File: config.mk
export PLATFORM = sky130hd
export DESIGN_NAME = acc_step_gen_flat
export DESIGN_NICKNAME = d
export VERILOG_FILES = /design/src/rtl/acc_step_gen_if.sv /design/src/rtl/acc_step_gen.sv /design/src/flat_wrapper.sv
export SDC_FILE = /design/constraint.sdc
export NUM_CORES = 1
export LEC_CHECK = 0
export CELL_PAD_IN_SITES_DETAIL_PLACEMENT = 2
export CELL_PAD_IN_SITES_GLOBAL_PLACEMENT = 2
export CORE_ASPECT_RATIO = 0.8
export CORE_UTILIZATION = 33
export CTS_CLUSTER_DIAMETER = 200
export CTS_CLUSTER_SIZE = 8
export DETAILED_ROUTE_END_ITERATION = 12
export PLACE_DENSITY_LB_ADDON = 0.25
export SETUP_SLACK_MARGIN = 0.2
export SYNTH_ARGS = -nofsm -noshare
export SYNTH_HDL_FRONTEND = slang
export SYNTH_SLANG_ARGS = --single-unit
File: constraint.sdc
create_clock -name clk -period 4.15 [get_ports clk]
set_clock_uncertainty 0.2 [all_clocks]
set_input_delay 0.83 -clock clk [delete_from_list [all_inputs] [get_ports clk]]
set_output_delay 0.83 -clock clk [all_outputs]
set_load 0.02 [all_outputs]
File: src/rtl/acc_step_gen_if.sv
// rtl/acc_step_gen_if.sv - planner-to-step-generator command/status bundle.
// Optional ACC_STEP_GEN_POS_EN adds the signed position output.
interface acc_step_gen_if;
    logic        load;
    logic [31:0] dt_val;
    logic [31:0] steps_val;
    logic        step;
    logic        busy;
    logic        done;
    logic [31:0] steps_left;
`ifdef ACC_STEP_GEN_POS_EN
    logic signed [31:0] pos;
`endif

    modport master (
        output load, dt_val, steps_val,
`ifdef ACC_STEP_GEN_POS_EN
        input  pos,
`endif
        input  step, busy, done, steps_left
    );

    modport slave (
        input  load, dt_val, steps_val,
`ifdef ACC_STEP_GEN_POS_EN
        output pos,
`endif
        output step, busy, done, steps_left
    );
endinterface

File: src/rtl/acc_step_gen.sv
// rtl/acc_step_gen.sv - fixed-interval step pulse generator for one motion axis.
// Optional ACC_STEP_GEN_POS_EN adds a wrapping signed step position counter.
module acc_step_gen (
    input  logic           clk,
    input  logic           reset,
    acc_step_gen_if.slave  cmd_io
);
    typedef enum logic {IDLE, RUN} state_t;

    state_t      state_q, state_d;
    logic [31:0] timer_q, timer_d;
    logic [31:0] dt_q, dt_d;
    logic [31:0] steps_q, steps_d;
    logic        step_q, step_d;
    logic        done_q, done_d;
    logic        tick;

    // A step falls due on the edge where the timer has counted a full interval.
    assign tick = (state_q == RUN) && (steps_q != 32'd0) && (timer_q == dt_q - 32'd1);

    always_ff @(posedge clk or negedge reset) begin
        if (!reset) begin
            state_q <= IDLE;
            timer_q <= 32'd0;
            dt_q    <= 32'd0;
            steps_q <= 32'd0;
            step_q  <= 1'b0;
            done_q  <= 1'b0;
        end else begin
            state_q <= state_d;
            timer_q <= timer_d;
            dt_q    <= dt_d;
            steps_q <= steps_d;
            step_q  <= step_d;
            done_q  <= done_d;
        end
    end

    always_comb begin
        state_d = state_q;
        timer_d = timer_q;
        dt_d    = dt_q;
        steps_d = steps_q;
        step_d  = tick;
        done_d  = 1'b0;
        // Load takes priority; a step due on the same edge is still emitted.
        if (cmd_io.load) begin
            dt_d    = (cmd_io.dt_val == 32'd0) ? 32'd1 : cmd_io.dt_val;
            steps_d = cmd_io.steps_val;
            timer_d = 32'd0;
            if (cmd_io.steps_val == 32'd0) begin
                state_d = IDLE;
                done_d  = 1'b1;
            end else begin
                state_d = RUN;
            end
        end else begin
            case (state_q)
                IDLE: begin
                    timer_d = 32'd0;
                    steps_d = 32'd0;
                end
                RUN: begin
                    if (steps_q == 32'd0) begin
                        state_d = IDLE;
                        done_d  = 1'b1;
                        timer_d = 32'd0;
                    end else if (tick) begin
                        timer_d = 32'd0;
                        steps_d = steps_q - 32'd1;
                    end else begin
                        timer_d = timer_q + 32'd1;
                    end
                end
                default: state_d = IDLE;
            endcase
        end
    end

    assign cmd_io.step       = step_q;
    assign cmd_io.done       = done_q;
    assign cmd_io.busy       = (state_q == RUN);
    assign cmd_io.steps_left = steps_q;

`ifdef ACC_STEP_GEN_POS_EN
    logic signed [31:0] pos_q, pos_d;

    always_comb begin
        pos_d = pos_q;
        if (tick) pos_d = pos_q + 32'sd1;
    end

    always_ff @(posedge clk or negedge reset) begin
        if (!reset) pos_q <= 32'sd0;
        else        pos_q <= pos_d;
    end

    assign cmd_io.pos = pos_q;
`endif
endmodule

File: src/flat_wrapper.sv
// flat-port wrapper written by rule: the top's interface ports become plain ports
module acc_step_gen_flat 
  (clk, reset, cmd_io_load, cmd_io_dt_val, cmd_io_steps_val, cmd_io_step, cmd_io_busy, cmd_io_done, cmd_io_steps_left);
  acc_step_gen_if cmd_io_i ();
  input  logic clk;
  input  logic reset;
  input wire logic [$bits(cmd_io_i.load)-1:0] cmd_io_load;
  input wire logic [$bits(cmd_io_i.dt_val)-1:0] cmd_io_dt_val;
  input wire logic [$bits(cmd_io_i.steps_val)-1:0] cmd_io_steps_val;
  output wire logic [$bits(cmd_io_i.step)-1:0] cmd_io_step;
  output wire logic [$bits(cmd_io_i.busy)-1:0] cmd_io_busy;
  output wire logic [$bits(cmd_io_i.done)-1:0] cmd_io_done;
  output wire logic [$bits(cmd_io_i.steps_left)-1:0] cmd_io_steps_left;
  assign cmd_io_i.load = cmd_io_load;
  assign cmd_io_i.dt_val = cmd_io_dt_val;
  assign cmd_io_i.steps_val = cmd_io_steps_val;
  assign cmd_io_step = cmd_io_i.step;
  assign cmd_io_busy = cmd_io_i.busy;
  assign cmd_io_done = cmd_io_i.done;
  assign cmd_io_steps_left = cmd_io_i.steps_left;
  acc_step_gen u_core (.clk(clk), .reset(reset), .cmd_io(cmd_io_i));
endmodule
# ---- Word-level counts from Yosys, hierarchy flattened
# Index checks and enable logic that the tools add are counted.
dict set report word_totals {
  register_bits 99
  in_bits 67
  output_inout_bits 35
  word_cells 37
}
dict set report op_classes {
  addsub 3
  n_eq_ne 3
  n_mux 17
  n_bitwise 1
  reduce_logical 7
}
# op count
set op_table {}
lappend op_table {{2-to-1 mux 32 bit} 7}
lappend op_table {{one-hot mux 32 bit (2 select lines)} 2}
lappend op_table {{zero test 32 bit} 3}
lappend op_table {{subtractor 32 x 1 -> 32 bit (second input constant)} 2}
lappend op_table {{adder 32 x 1 -> 32 bit (second input constant)} 1}
lappend op_table {{== test 32 bit} 1}
lappend op_table {{nonzero test 32 bit} 1}
lappend op_table {{2-to-1 mux 1 bit} 8}
lappend op_table {{!= test 3 bit (second input constant)} 2}
lappend op_table {{logical AND 1 bit} 2}
lappend op_table {{AND reduction 2 bit} 1}
lappend op_table {{inverter 1 bit} 1}

# ---- Longest topological paths before layout
# Gate-level depths: netlist (run 1).
dict set report depth {
  word_depth 7
  mapped_depth 14
  mapped_depth_nobuf 11
}

# ---- Worst setup path before layout (run 1)
# OpenSTA, ideal clock, no wires.
dict set report synth_path {
  kind {register to register}
  from {reg u_core.dt_q[0]}
  to {reg u_core.steps_q[13], in the netlist u_core.cmd_io.steps_left[13]}
  arrival_time_ps 3179
  required_time_ps 3830
  path_slack_ps 651
  path_stages_with_launch 13
  cell_sequence {dfrtp_1 > inv_1 > ha_1 > nor3b_2 > nand4b_1 > or4_1 > a32o_1 > nor4_1 > nand3_1 > nor4_2 > buf_4 > nand3_1 > a41o_1}
}
dict set report synth_between {
  elab_chain_len 5
}
# element line
set synth_rtl {}
lappend synth_rtl {{from (decl)} acc_step_gen.sv:12} ;# logic [31:0] dt_q, dt_d;
lappend synth_rtl {{from (signal assigned)} acc_step_gen.sv:32} ;# dt_q <= dt_d;
lappend synth_rtl {{subtractor 32 x 1 -> 32 bit} acc_step_gen.sv:19} ;# assign tick = (state_q == RUN) && (steps_q != 32'd0) && (timer_q == dt_q - 32'd1);
lappend synth_rtl {{== test 32 bit} acc_step_gen.sv:19}
lappend synth_rtl {{logical AND 1 bit} acc_step_gen.sv:19}
lappend synth_rtl {{!= test 3 bit (no source line)} n/a}
lappend synth_rtl {{AND reduction 2 bit (no source line)} n/a}
lappend synth_rtl {{to (signal assigned)} acc_step_gen.sv:33} ;# steps_q <= steps_d;
lappend synth_rtl {{to (decl)} acc_step_gen.sv:13} ;# logic [31:0] steps_q, steps_d;
# Every way passes these cells.
# A chain may end at the register's enable or synchronous reset.

# ---- Final worst setup path (run 1)
dict set report layout_path {
  from {reg u_core.dt_q[1]}
  to {reg u_core.steps_q[13], in the netlist u_core.cmd_io.steps_left[13]}
}
# The elaborated chain is that of the path after synthesis.

==> results of run 1 <==
[sequential cells by signal, summed over array words and instances (netlist names)]
name / cells
u_core.cmd_io.busy: 1
u_core.cmd_io.done: 1
u_core.cmd_io.step: 1
u_core.cmd_io.steps_left: 32
u_core.dt_q: 32
u_core.timer_q: 32
[per-stage QoR]
stage,hold WS [ps],setup slack (ps),cells,area (um^2)
6_report,291,257,1046,8220
3_3_place_gp,325,214,1021,7620
3_5_place_dp,353,99.2,1021,7620
2_1_floorplan,282,651,679,6310
5_1_grt,323,32.7,1046,8220
4_1_cts,314,265,1039,8000
[cell usage after synthesis, types with 5 or more instances]
cell type / instances / area [um^2]
nor4_1: 29 / 181
nor2_1: 74 / 278
nor4_2: 17 / 213
clkbuf_1: 19 / 71.3
nor3_1: 28 / 140
a21oi_1: 9 / 45.0
or3_1: 10 / 62.6
o211ai_1: 8 / 60.1
buf_2: 5 / 25.0
o21ai_0: 15 / 75.1
o31ai_1: 5 / 37.5
or4_1: 10 / 75.1
nand2b_1: 6 / 37.5
nand3b_1: 5 / 37.5
nand4_1: 11 / 68.8
mux2i_1: 5 / 50.1
dfrtp_1: 99 / 2480
nand3_1: 22 / 110
xor2_1: 36 / 315
o21ai_1: 17 / 85.1
mux2_2: 29 / 327
nand2_1: 68 / 255
inv_1: 14 / 52.6
a211o_1: 5 / 43.8
xnor2_1: 50 / 438
and3_1: 8 / 50.1
[final timing paths]
| check | startpoint | endpoint | slack [ps] | cells past startpoint |
|---|---|---|---|---|
| setup / recovery | u_core.dt_q[1] | u_core.cmd_io.steps_left[13] | 260 | 14 |
| hold / removal | reset | u_core.timer_q[25] | 290 | 1 |
| setup reg to reg | u_core.dt_q[1] | u_core.cmd_io.steps_left[13] | 260 | 14 |
| hold reg to reg | u_core.dt_q[31] | u_core.dt_q[31] | 370 | 1 |
| max in group asynchronous | reset | u_core.dt_q[24] | 2590 | 2 |
| min in group clk | u_core.dt_q[31] | u_core.dt_q[31] | 370 | 1 |
[area by class of cell]
cell class | count | area, um^2 | area share [%]
Multi-Input combinational cell | 538 | 3830 | 46.5
Sequential cell | 99 | 2480 | 30.1
Timing Repair Buffer | 126 | 1210 | 14.7
Tap cell | 253 | 317 | 3.85
Clock buffer | 11 | 253 | 3.07
Clock inverter | 5 | 85.1 | 1.03
Inverter | 14 | 52.6 | 0.639
[what timing repair did]
| item | 4_1_cts | 5_1_grt |
|---|---|---|
| hold endpoints to repair | 0 | 0 |
| pin swaps | 1 | 4 |
| endpoints found under the setup margin | 11 | 30 |
| buffers inserted | 2 | 4 |
| gates resized for setup | 4 | 31 |
| cloned | 0 | 3 |
[logic make-up after synthesis]
logic type,after synthesis,synth area share (%)
buffers and inverters,44,3.31
xor gates and xnor gates,86,11.9
AOI/OAI and AO/OA,93,10.2
adders and majority gates,4,0.793
and+or+nand+nor,319,28.5
muxes,34,5.97
DFF,99,39.3
[routing by layer]
metal	GRT usage [%]	wire, um
met5	0	0
met4	5.19	267
met1	33.4	10800
met2	39.1	11400
met3	4.34	1260
[power by group through the flow]
stage	Clock [mW]	Combinational, mW	Sequential (mW)
2_1_floorplan	0	0.241	1.15
3_3_place_gp	0	0.482	1.15
3_5_place_dp	0	0.504	1.15
4_1_cts	0.975	0.510	1.14
5_1_grt	1.01	0.560	1.15
6_report	0.948	0.520	1.14
==> out/metrics.yaml, run 1 <==
path_max_fanout: 7
num_rows: 44
clock_sinks: 99
cts_buffer_depth: 2
netlist_area_um2: 6310
final_hold_viol_count: 0
grt_pass1_vias: 6497
p_comb_share_pct: 19.9
timing.final.crit_share_pct: 93.8
max_slew_margin_pct: 11.5
synth_warnings: 0
initial_utilization_pct: 34.2
critPathMaxStageDelay_ps: 450
syn_inst: 679
fin_util_pct: 44.6
worstSetupPathType: "register to register"
max-vdd-ir-drop_mv: 0.185
clock-root-buffer: "clkbuf_16"
post_synth.cell_area_avg_um2: 9.29
finalPower_mw: 2.61
syn_nets: 750
cts_tree: "yes"
layout_commonest_cell: "clkdlybuf4s50_1"
layout_common_cells: "clkdlybuf4s50_1 (99), dfrtp_1 (98), nor2_1 (73)"
timing.final.max_slew_violations: 0
switchingPower_uw: 775
die_h_um: 126
synth_edf_count: 0
end_kind: "register"
clk_latency_ps: 360
fp.dieW_um: 157
postCtsHoldBufs: 0
drive_above_1_share_pct: 15.1
antenna_cells: 0
cts_buffers: 9
drtIter0Drc: 313
cts_max_level: 3
die_area_um2: 19700
cp.arrival_ps: 3940
antenna_found_initial: 0
max-cap-violations: 0
outcome: "finished clean"
p_sw_share_pct: 29.7
vias_per_cell: 5.61
grt.total_usage_pct: 24.1
critPathTopFamily: "simple AND/OR/NAND/NOR gates"
grt_start_max_net_pins: 73
clock.fmax_mhz: 257
intPower_mw: 1.84
synth_flop_cell: "dfrtp_1"
nets: 859
ys_seq_area_share_pct: 39.3
drcViolationCount: 0
num_vias: 5867
cpMaxStageDelayCell: "nor4_4"
setup_viol_count_final: 0
worst_setup_path_start_kind: "register"
gp_congestion: 0.867
drt-total-wl_mm: 23.7
worst_pin_slew_ps: 1330
io_pins: 102
ys_async_sr_fraction_pct: 100
final_antenna_net_count: 0
grt_pass1_wl_mm: 36.4
fillers: 1950
cellPowerDensity_nw_per_um2: 317
cts.reportedPaths.clkPinSlew_ps: 70
pwr-share-clk_pct: 36.3
tns_ps: 0
layout_min_cycle_time_ps: 3890
ys_ff_latch: 99
post-dp-hpwl_mm: 17.3
leakage_nw: 3.14
area_growth_pct: 30.3
synth.distinct_cells: 67
required_ps: 4190
min_path_type: "input port to asynchronous set/reset pin"
cp.buffers_inverters: 4
drt-pass1-iter-count: 4
cp_cell_sequence: "inv_1 -> ha_1 -> nor3b_2 -> nand4b_1 -> buf_4 -> buf_4 -> nor2_1 -> mux2i_1 -> nor4_4 -> nand4_1 -> nor4_4 -> buf_6 -> nand3_1 -> a41o_1"
seq_power_share_pct: 43.7
core_area_um2: 18400
port_buffers: 101
grt_setup_unrepaired: "true"
wire_per_inst_um: 22.6
gr-total-overflow: 0
No activity file was read; power rests on OpenSTA's default activity.
==> run 2, diff against run 1 <==
- CORE_ASPECT_RATIO: 0.8 -> 0.7
- CORE_MARGIN: not set -> 2
- CORE_UTILIZATION: 33 -> 36
- clock period: 4.15 -> 4.96 ns (I/O delays scaled with it)
==> run 2 against run 1 <==
Effect of this change:
- routed wire length shrank 3.3%
- die area down 5.4%
- flip-flop and latch count unchanged
- core utilization increased by 0.90 points
- combinational power decreased by 20%
- highest routed layer unchanged
==> out/metrics.yaml, run 2 (synthesized netlist as in run 1, its figures left out) <==
worstSetupPathType: "register to register"
grt.total_usage_pct: 25.4  # +1.3 points
num_vias: 5858  # -0.15%
drt-total-wl_mm: 22.9  # -3.3%
pwr-share-clk_pct: 34.6  # -1.7 points
place_ws_ps: 471  # +372 ps
post-dp-hpwl_mm: 17.4  # +0.23%
area_growth_pct: 23.8
switchingPower_uw: 633  # -18%
clock_sinks: 99  # unchanged
intPower_mw: 1.46  # -20%
core_area_um2: 17200  # -6.9%
initial_utilization_pct: 36.8  # +2.5 points
max_slew_margin_pct: 7.62  # -3.9 points
cts_tree: "yes"
grt_setup_unrepaired: "false"
cts_setup_buffers: 0  # -2
nets: 840  # -2.2%
final_hold_viol_count: 0  # unchanged
drcViolationCount: 0  # unchanged
setup_viol_count_final: 0  # unchanged
grt_start_max_net_pins: 66  # -9.6%
die_area_um2: 18600  # -5.4%
fillers: 1840  # -5.6%
drive_above_1_share_pct: 10.9  # -4.3 points
min_path_type: "register to register"
layout_common_cells: "clkdlybuf4s50_1 (99), dfrtp_1 (99), nor2_1 (74)"
outcome: "finished clean"
wire_per_inst_um: 22.8  # +0.65%
p_comb_share_pct: 19.9  # about the same
io_pins: 102  # unchanged
cts.reportedPaths.clkPinSlew_ps: 70  # about the same
cp.arrival_ps: 4400  # +460 ps
finalNonFillerCells: 1005  # -3.9%
path_max_fanout: 8  # +1
cts_resized: 0  # -4
whs_ps: 338  # +46.9 ps
tns_ps: 0  # unchanged
end_kind: "register"
antenna_cells: 0  # unchanged
max-cap-violations: 0  # unchanged
port_buffers: 101  # unchanged
num_rows: 40  # -9.1%
die_h_um: 115  # -8.7%
required_ps: 5010  # +820 ps
leakage_nw: 2.90  # -7.7%
cellPowerDensity_nw_per_um2: 268  # -15%
timing.final.max_slew_violations: 0  # unchanged
postCtsHoldBufs: 0  # unchanged
finalPower_mw: 2.09  # -20%
seq_power_share_pct: 45.5  # +1.8 points
antenna_found_initial: 0  # unchanged
layout_setup_ws_ps: 609  # +352 ps
layout_min_cycle_time_ps: 4350  # +458 ps
final_antenna_net_count: 0  # unchanged
max-vdd-ir-drop_mv: 0.135  # -27%
worst_setup_path_start_kind: "register"
p_sw_share_pct: 30.2  # +0.54 points
worst_pin_slew_ps: 1380  # +57.7 ps
placed_cells: 989  # -3.1%
grt_pass1_wl_mm: 36.5  # about the same
clk_latency_ps: 360  # about the same
clock.fmax_mhz: 230  # -11%
timing.final.crit_share_pct: 87.7  # -6.1 points
vias_per_cell: 5.83  # +3.9%
clock-root-buffer: "clkbuf_16"
fp.dieW_um: 162  # +3.6%
drtIter0Drc: 332  # +6.1%
cts_buffers: 9  # unchanged
gp_congestion: 0.845  # -2.5%
cts_buffer_depth: 2  # unchanged
drt-pass1-iter-count: 4  # unchanged
cts_max_level: 3  # unchanged
grt_pass1_vias: 6404  # -1.4%
gr-total-overflow: 0  # unchanged
==> run 2: changes by cell type in the layout (fill, tap and decap cells not counted), sizes merged <==
cell / delta
buf: -17
clkinvlp: +1
clkinv: -1
clkbuf: +1
bufinv: -1
or4b: -2
==> run 2: final timing paths <==
check	from	to	slack [ps]	depth (start not counted)
worst max-delay path	u_core.dt_q[0]	u_core.cmd_io.steps_left[7]	610	11
worst min-delay path	u_core.timer_q[0]	u_core.timer_q[0]	340	1
worst max register to register	u_core.dt_q[0]	u_core.cmd_io.steps_left[7]	610	11
worst min register to register	u_core.timer_q[0]	u_core.timer_q[0]	340	1
max in group asynchronous	reset	u_core.timer_q[11]	2940	2
min in group asynchronous	reset	u_core.timer_q[1]	550	1
==> run 2: cell type report <==
type	instances	area, um^2	share of cell area (%)
Multi-Input combinational cell	536	3630	46.5
Inverter	14	52.6	0.673
Timing Repair Buffer	109	1060	13.6
Tap cell	231	289	3.70
Clock buffer	12	246	3.16
Sequential cell	99	2480	31.7
Clock inverter	4	50.0	0.641
==> run 2: power groups by stage <==
stage	logic, mW	registers [mW]	clock network (mW)
after floorplan	0.202	0.960	0
after global placement	0.395	0.958	0
after detailed placement	0.414	0.965	0
after CTS	0.419	0.950	0.744
after global routing	0.454	0.961	0.776
final	0.417	0.952	0.725
==> run 2: metrics by stage <==
step                      area [um^2]  util, %
after floorplan                  6310        -
after global placement           7510     43.7
after detailed placement         7510     43.7
after CTS                        7800     45.5
after global routing             7810     45.5
final                            7810     45.5
==> run 2: per-layer routing <==
layer  track usage, %  wire [um]
met3             3.97        986
met1             36.9      11100
met5                0          0
met4             5.60        331
met2             40.2      10400
==> run 2: worst max-delay path, cell delays in order, from the launching register on <==
cell and delay, ps:
dfrtp_1 440, inv_1 110, ha_1 210, nor3b_4 410, nand4b_1 270, or4_1 590
a32o_1 310, nor4_1 420, nand3_1 230, nor3_2 420, nand2_1 290, o211ai_1 330
